==> src/rtl/my_down_timer_pkg.sv <==
// Shared types and constants for the my_down_timer slice-based down counter.
package my_down_timer_pkg;

    localparam int SLICE_W = 4;

    typedef enum logic [1:0] {
        IDLE = 2'd0,
        RUN  = 2'd1,
        DONE = 2'd2
    } state_e;

endpackage

==> src/rtl/my_down4.sv <==
// One 4-bit down-counting slice; decrements only when its borrow-in enable is set.
module my_down4
    import my_down_timer_pkg::*;
(
    input  logic               CP,
    input  logic               CR,
    input  logic               load,
    input  logic [SLICE_W-1:0] load_d,
    input  logic               bin,
    output logic [SLICE_W-1:0] Q,
    output logic               zero
);

    logic [SLICE_W-1:0] q_q;
    logic [SLICE_W-1:0] q_d;

    always_comb begin
        q_d = q_q;
        if (load) begin
            q_d = load_d;
        end else if (bin) begin
            // Wrapping to 4'hF is intended: the upper slice takes the borrow.
            q_d = q_q - SLICE_W'(1);
        end
    end

    always_ff @(posedge CP) begin
        if (CR) begin
            q_q <= '0;
        end else begin
            q_q <= q_d;
        end
    end

    assign Q    = q_q;
    assign zero = (q_q == '0);

endmodule

==> src/rtl/my_down_timer.sv <==
// Down timer with parallel load, auto-reload and terminal-count pulse, built from 4-bit slices.
module my_down_timer
    import my_down_timer_pkg::*;
#(
    parameter int W = 8
) (
    input  logic         CP,
    input  logic         CR,
    input  logic         CTP,
    input  logic         CTT,
    input  logic         LD,
    input  logic         ARL,
    input  logic [W-1:0] D,
    output logic [W-1:0] Q,
    output logic         Bo,
    output logic         TC,
    output logic         BUSY
);

    localparam int NS = W / SLICE_W;

    state_e       state_q, state_d;
    logic [W-1:0] r_q, r_d;
    logic         tc_q, tc_d;
    logic         busy_q, busy_d;
    logic         bo_q, bo_d;

    logic         en;
    logic         dec;
    logic         reload;
    logic         load_en;
    logic [W-1:0] load_val;
    logic [NS-1:0] zero;
    logic [NS-1:0] bin;

    assign en     = CTP & CTT;
    assign dec    = LD & en & (state_q == RUN) & (Q != '0);
    assign reload = LD & en & (state_q == DONE) & ARL & (r_q != '0);

    assign load_en  = ~LD | reload;
    assign load_val = ~LD ? D : r_q;

    // Slice k decrements only when every lower slice already reads zero.
    for (genvar k = 0; k < NS; k++) begin : g_slice
        if (k == 0) begin : g_lsb
            assign bin[k] = dec;
        end else begin : g_upper
            assign bin[k] = dec & (&zero[k-1:0]);
        end

        my_down4 u_slice (
            .CP     (CP),
            .CR     (CR),
            .load   (load_en),
            .load_d (load_val[k*SLICE_W +: SLICE_W]),
            .bin    (bin[k]),
            .Q      (Q[k*SLICE_W +: SLICE_W]),
            .zero   (zero[k])
        );
    end

    always_comb begin
        state_d = state_q;
        r_d     = r_q;
        tc_d    = 1'b0;
        bo_d    = (Q == '0);

        if (!LD) begin
            r_d     = D;
            state_d = (D != '0) ? RUN : IDLE;
            bo_d    = (D == '0);
        end else if (en) begin
            case (state_q)
                RUN: begin
                    if (Q == W'(1)) begin
                        state_d = DONE;
                        tc_d    = 1'b1;
                        bo_d    = 1'b1;
                    end else if (Q != '0) begin
                        bo_d = 1'b0;
                    end
                end
                DONE: begin
                    if (reload) begin
                        state_d = RUN;
                        bo_d    = 1'b0;
                    end
                end
                default: begin
                end
            endcase
        end

        busy_d = (state_d == RUN);
    end

    always_ff @(posedge CP) begin
        if (CR) begin
            state_q <= IDLE;
            r_q     <= '0;
            tc_q    <= 1'b0;
            busy_q  <= 1'b0;
            bo_q    <= 1'b1;
        end else begin
            state_q <= state_d;
            r_q     <= r_d;
            tc_q    <= tc_d;
            busy_q  <= busy_d;
            bo_q    <= bo_d;
        end
    end

    assign TC   = tc_q;
    assign BUSY = busy_q;
    assign Bo   = bo_q;

endmodule

==> config.mk <==
export PLATFORM = sky130hd
export DESIGN_NAME = my_down_timer
export DESIGN_NICKNAME = d
export VERILOG_FILES = /design/src/rtl/my_down_timer_pkg.sv /design/src/rtl/my_down4.sv /design/src/rtl/my_down_timer.sv
export SDC_FILE = /design/constraint.sdc
export NUM_CORES = 1
export LEC_CHECK = 0
export CAP_MARGIN = 15
export CORE_MARGIN = 3
export CORE_UTILIZATION = 52
export CTS_BUF_LIST = sky130_fd_sc_hd__clkbuf_8
export DETAILED_ROUTE_END_ITERATION = 8
export PLACE_DENSITY_LB_ADDON = 0.08
export SLEW_MARGIN = 20
export SYNTH_ARGS = -nofsm -noshare
export SYNTH_HDL_FRONTEND = slang
export SYNTH_SLANG_ARGS = --single-unit
export TNS_END_PERCENT = 5
==> constraint.sdc <==
create_clock -name CP -period 1.9 [get_ports CP]
set_input_delay 0.475 -clock CP [delete_from_list [all_inputs] [get_ports CP]]
set_output_delay 0.475 -clock CP [all_outputs]
set_load 0.01 [all_outputs]
Word-level counts from Yosys, hierarchy flattened
Cells that the tools add are included.

Input bits: 14. Bits in registers: 21. Logic and storage cells: 52. Output and inout bits: 11. Memory bits (read-only): 0. Memories: 0. Bits in writable memories: 0. Latch bits: 0.

$lt $le $gt $ge: 0. $mul: 0. Shift operators: 0. Bitwise gates (word level): 12. Div/mod/pow operators: 0. Eq/ne operators: 4. Add/sub/neg operators: 2. Mux-type cells: 18. Reductions and logical operators: 9.

Operator list (count): $reduce_bool A8 Y1 (3); $logic_not A8 Y1 (2); $mux W4 (4); $and A1 B1 Y1 (8); $eq A8 B1 Y1 const B (1); $mux W2 (4); $mux W8 (1); $sub A4 B1 Y4 const B (2); $mux W1 (7); $eq A2 B1 Y1 const B (2); $logic_not A4 Y1 (1); $pmux W2 S2 (1); $reduce_bool A2 Y1 (2); $reduce_or A4 Y1 (1); $not A1 Y1 (3); $eq A2 B2 Y1 const B (1); $pmux W1 S2 (1); $or A1 B1 Y1 (1).

Depth between registers and ports, before layout
Word-level depth: 10. Depth in mapped cells: 6. Mapped depth without buffers: 6.

Hierarchy
From an unflattened synthesis, not the netlist that was laid out.

Cell total of the unflattened synthesis: 125. Area, all modules: 1184.9 µm².

By module, submodules not included: my_down_timer (seq. area each 260.2 µm², cells each 73, area each 719.4 µm², times used 1); my_down4 (seq. area each 80.1 µm², cells each 26, area each 232.7 µm², times used 2).

Worst setup path after synthesis
OpenSTA, ideal clock, no wires.

Kind: reg2reg. Start: reg state_q[0]. End: reg bo_q (netlist: Bo). Arrival time: 1.593 ns. Slack: 0.184 ns. Buffers on the path: 0. Required time: 1.778 ns. Clock period less this slack: 1.716 ns. Setup time: 0.122 ns. Cell stages (with the launch flop): 7. Path through: dfxtp_1 > inv_1 > ha_1 > nand3b_1 > a211oi_1 > a221oi_1 > a311o_1.

Cells in the longest elaborated chain, start to end: 8. Elaborated cells on any way between the ends: 9. Classes of those cells: eq/ne: 2; mux: 4; bitwise: 3.

RTL lines: from (decl) (line my_down_timer.sv:22) `state_e state_q, state_d;`; from (signal assigned) (line my_down_timer.sv:105) `state_q <= state_d;`; $eq A2 B2 Y1 (line my_down_timer.sv:38, my_down_timer.sv:73); $and A1 B1 Y1 (3 in a row) (line my_down_timer.sv:38) `assign reload = LD & en & (state_q == DONE) & ARL & (r_q != '0);`; $mux W1 (line my_down_timer.sv:84) `if (reload) begin`; $pmux W1 S2 * (line my_down_timer.sv:73) `case (state_q)`; $mux W1 * (line my_down_timer.sv:72) `end else if (en) begin`; $mux W1 * (line my_down_timer.sv:68) `if (!LD) begin`; to (signal assigned) (line my_down_timer.sv:109) `bo_q <= bo_d;`; to (decl) (line my_down_timer.sv:26) `logic bo_q, bo_d;`.

Every way passes the cells marked *; elsewhere a longest branch is shown, timed or not. A chain may end at the register's enable or synchronous reset.

Worst setup path after layout
Same ends and word-level chain as after synthesis.

==> run summary <==
The run gives 4 as the first-pass iteration count of the detailed router. In the routed design, unresolved DRC markers number 0. The tool flagged a number of max-cap violations equal to 0. Once layout is complete, the cells apart from fillers number 188. The flip-flop and latch area is 420.4 sq um, and the port buffer count is 24. The total power after layout came out at 1.022 mW. For the final routed database, the setup TNS stands at 0 ps. Counting the fill cells in the layout gives 158. In this run the vertical extent of the chip is 53.76 microns.

The repair_antennas step left the layout with diodes totalling 0. Yosys attributes the largest share of cell area to sky130_fd_sc_hd__dfxtp_1 (35%), sky130_fd_sc_hd__ha_1 (7.4%), sky130_fd_sc_hd__mux2i_1 (6.8%). The remaining max-slew budget at the tightest pin was 71.61%.

Of all cell types, the one taking the most synthesized area is sky130_fd_sc_hd__dfxtp_1. Row generation in the floorplan step produced 16 rows. At the end of the flow, the number of nets in the layout was 183. The most numerous cell in the Yosys netlist is sky130_fd_sc_hd__dfxtp_1. The area of the multi-input gates was 729.5 sq um. IR analysis of the VDD net gives a maximum drop of 0.6362 mV.

The hold violation count in the final report is 0, and the transition time at the pin with the least slew margin is 422.3 ps. In this run the count of I/O pins placed on the die edge is 25. The worst min-delay path category is register to register. The depth of the CTS H-tree was 1.

Yosys mapped a number of flops with a built-in enable equal to 0. After global routing the overflow that remains totals 0. By count the netlist is led by sky130_fd_sc_hd__dfxtp_1 (21), sky130_fd_sc_hd__inv_1 (9), sky130_fd_sc_hd__nor2_1 (9). Once placement completed, the tool counted placed cells totaling 184. The clock input transition at the sequential cells of the worst setup and hold paths was 80 ps; the number of global-route vias before repair was 1127. Derived from the worst setup path, the maximum achievable clock frequency is 533.9 MHz. The clock network accounts for 29.1% of the total power.

The top cell type's share of synthesized area is 35.44%. The number of buffers and inverters on the critical path is 1. Internal power comes to 0.7367 mW. Setup violations remaining at the end of the flow were counted as 0. The tree is rooted in a sky130_fd_sc_hd__clkbuf_8. The share of synthesized cell area in full adder, half adder and majority cells came out at 7.384%. The post-CTS setup-driven buffer insertion count is 0. The total area inside the core boundary comes to 2062 sq um. The hold slack is 541.5 ps, and the synthesized instance count is 127.

The routability-driven placement congestion ratio was 0.7960; the mean post-synth cell area was 9.340 sq um. The run finished with clean final reports. The logs give 1530 sq um for the instance area after placement and 2355 microns for the half-perimeter wire length after detailed placement. The fraction of power spent switching nets works out to 27.89%. Of the total synthesized cell area, the portion taken by XOR and XNOR cells is 2.954%. The run gives 22.93% as the combined global-route utilization of all metal layers. The logs give -202.1 ps for the post-placement worst setup slack and 3 for the number of buffers created by CTS. The length of routed met3 wiring is 135 microns. In this run, flip-flops and latches consume 47.5% of the power. The synthesized design contains 21 register bits. The fraction of registers with async set/reset was 0%; the synthesis-to-layout area growth was 34.18%. Total met2 wirelength after detailed routing: 1489 microns. The most common flop cell mapped by yosys is sky130_fd_sc_hd__dfxtp_1.

Summed over all layers, the routed wires come to 2970 microns. The tools report the pin count of the biggest net entering global routing as 18. Die area: 2890 sq um.

The detailed router used layers up to and including met4. After synthesis, the largest family of logic cells by area is simple AND/OR/NAND/NOR gates. The worst setup path is of the register to register kind. The share of synthesized area occupied by flip-flops and latches was 35.44%. The tools report the number of hold buffers added after CTS as 0.

For this run, the share of the core covered by cells in the final layout is 77.18%. The switching component of the power was 0.2850 mW. The wire length of the first global-routing pass is 4809 microns, and the combinational share of power is 23.3%. After synthesis, the share of cell area in mux cells is 7.700%. In this run the deepest clock path goes through 2 buffers. The synthesized netlist devotes 18.57% of its cell area to compound gates. The clock reaches the later pin of the worst-skew pair after 260 ps.

The synthesized netlist occupies a cell area of 1186 sq um. Dividing the detail-routed via count by the number of cells gives 5.888. Walking the worst path, the cells encountered are inv_1 > ha_1 > nand3b_1 > a211oi_2 > a221oi_1 > a311o_1.

The post-route cell area was 1592 sq um; the simple-gate share of the synthesized area was 23.63%. The longest individual stage delay on the worst path was 390 ps. The kind of end point of the critical path was a register.

The count of final max-slew check failures was 0; the initial core utilization was 57.52%. For this block, the via count after detailed routing is 1107. On the critical path, the stage with the largest delay is an instance of sky130_fd_sc_hd__dfxtp_1.

For the worst setup path, the data arrival time is 2030 ps. The final critical path takes up 98.57% of the cycle. Required time of the worst setup path: 2050 ps. The worst setup path is launched from a register. In this run the power density over the cells is 642.0 nW/um^2.

In this run the worst path has a maximum fanout of 4. Cells with a size suffix above 1 make up 16.77% of the layout. The number of antenna violations at the first check in global routing is 0, and the remaining antenna violation count is 0.

The worst path in the final design needs a cycle of 1873 ps, including I/O delays and setup. In the final routing, the length of wire on met1 measures 1317 microns. The run gives 4.513 ps as the worst clock skew. Setup repair after global routing could not meet its margin everywhere. The logs give 148 for the synthesized net count and 21 for the total number of clock tree sinks. The synthesized netlist contains 42 unique library cells. The yosys synthesis warning count was 0; the smallest setup slack after layout was 27.08 ps. Family of cells with the greatest summed delay on the critical path: compound AO/OA/AOI/OAI gates. TritonCTS built the clock tree. DRC marker count from the first detailed-route iteration: 32. Dividing the detail-routed wire length by the instance count gives 15.80 microns. The horizontal die dimension is 53.76 microns. For the leakage power summed over all cells, the log shows 0.6373 nW.
==> tightest hold or removal path: cells and delay by family (launching register included) <==
kind             cells  cell delay [ps]
flip-flops           1              340
AND/OR/NAND/NOR      1               90
AO/OA/AOI/OAI        1               70
==> power groups by stage <==
| stage | logic [mW] | registers, mW | clock network (mW) |
|---|---|---|---|
| 6_report | 0.238 | 0.486 | 0.297 |
| 5_1_grt | 0.258 | 0.488 | 0.317 |
| 4_1_cts | 0.236 | 0.486 | 0.302 |
| 3_5_place_dp | 0.233 | 0.496 | 0 |
| 3_3_place_gp | 0.227 | 0.494 | 0 |
| 2_1_floorplan | 0.121 | 0.498 | 0 |
==> cell families (layout without fill, tap and decap cells) <==
| logic type | count (synthesis) | in the layout |
|---|---|---|
| XOR/XNOR | 4 | 4 |
| flip-flops | 21 | 21 |
| buffers and inverters | 13 | 47 |
| AND/OR/NAND/NOR | 43 | 43 |
| multiplexers | 9 | 9 |
| AO/OA/AOI/OAI | 30 | 30 |
| adder cells (fa/ha/maj) | 7 | 7 |
==> what timing repair did <==
item / CTS / global route
gates resized for setup: 1 / 2
endpoints found under the setup margin: 1 / 6
pin swaps: 0 / 1
==> layout make-up <==
| class | instances | share of cell area [%] |
|---|---|---|
| multi-input combinational | 93 | 45.83 |
| clock buffer | 3 | 2.594 |
| timing repair buffer | 34 | 20.60 |
| clock inverter | 1 | 0.3145 |
| sequential | 21 | 26.42 |
| inverter | 9 | 2.123 |
| tap | 27 | 2.123 |
==> per-layer routing <==
metal / up-vias / track usage (%)
met1: 538 / 27.41
met5: - / 0
met4: 0 / 6.809
li1: 537 / -
met2: 27 / 41.13
met3: 5 / 4.155
==> cells in the final DEF, fill, tap and decap left out, drive strengths merged, types with 2 or more instances in the layout <==
cell and count:
mux2i 8, clkbuf 3, o21ai 6, buf 10, a221oi 2, nand2 8, dfxtp 21, a211oi 2
a21oi 5, or3 2, nand4 2, a22o 3, nand3 2, nor3 5, and2 2, inv 9
a211o 2, clkdlybuf4s50 24, nor3b 4, nor2 9, nand3b 2, xnor2 4, nor4 4, ha 7
o31ai 3
==> final timing paths <==
| kind | startpoint | end | slack (ps) | cells past startpoint |
|---|---|---|---|---|
| max | state_q[0] | Bo | 30 | 6 |
| min | r_q[2] | r_q[2] | 540 | 2 |
| min reg2reg | r_q[2] | r_q[2] | 540 | 2 |
| max reg2reg | state_q[0] | Bo | 30 | 6 |
==> sequential cells by signal (all words and copies together) (netlist names) <==
register / flops
g_slice.u_slice.Q: 8
Bo: 1
TC: 1
r_q: 8
BUSY: 1
state_q: 2
(Power assumes the default switching activity.)
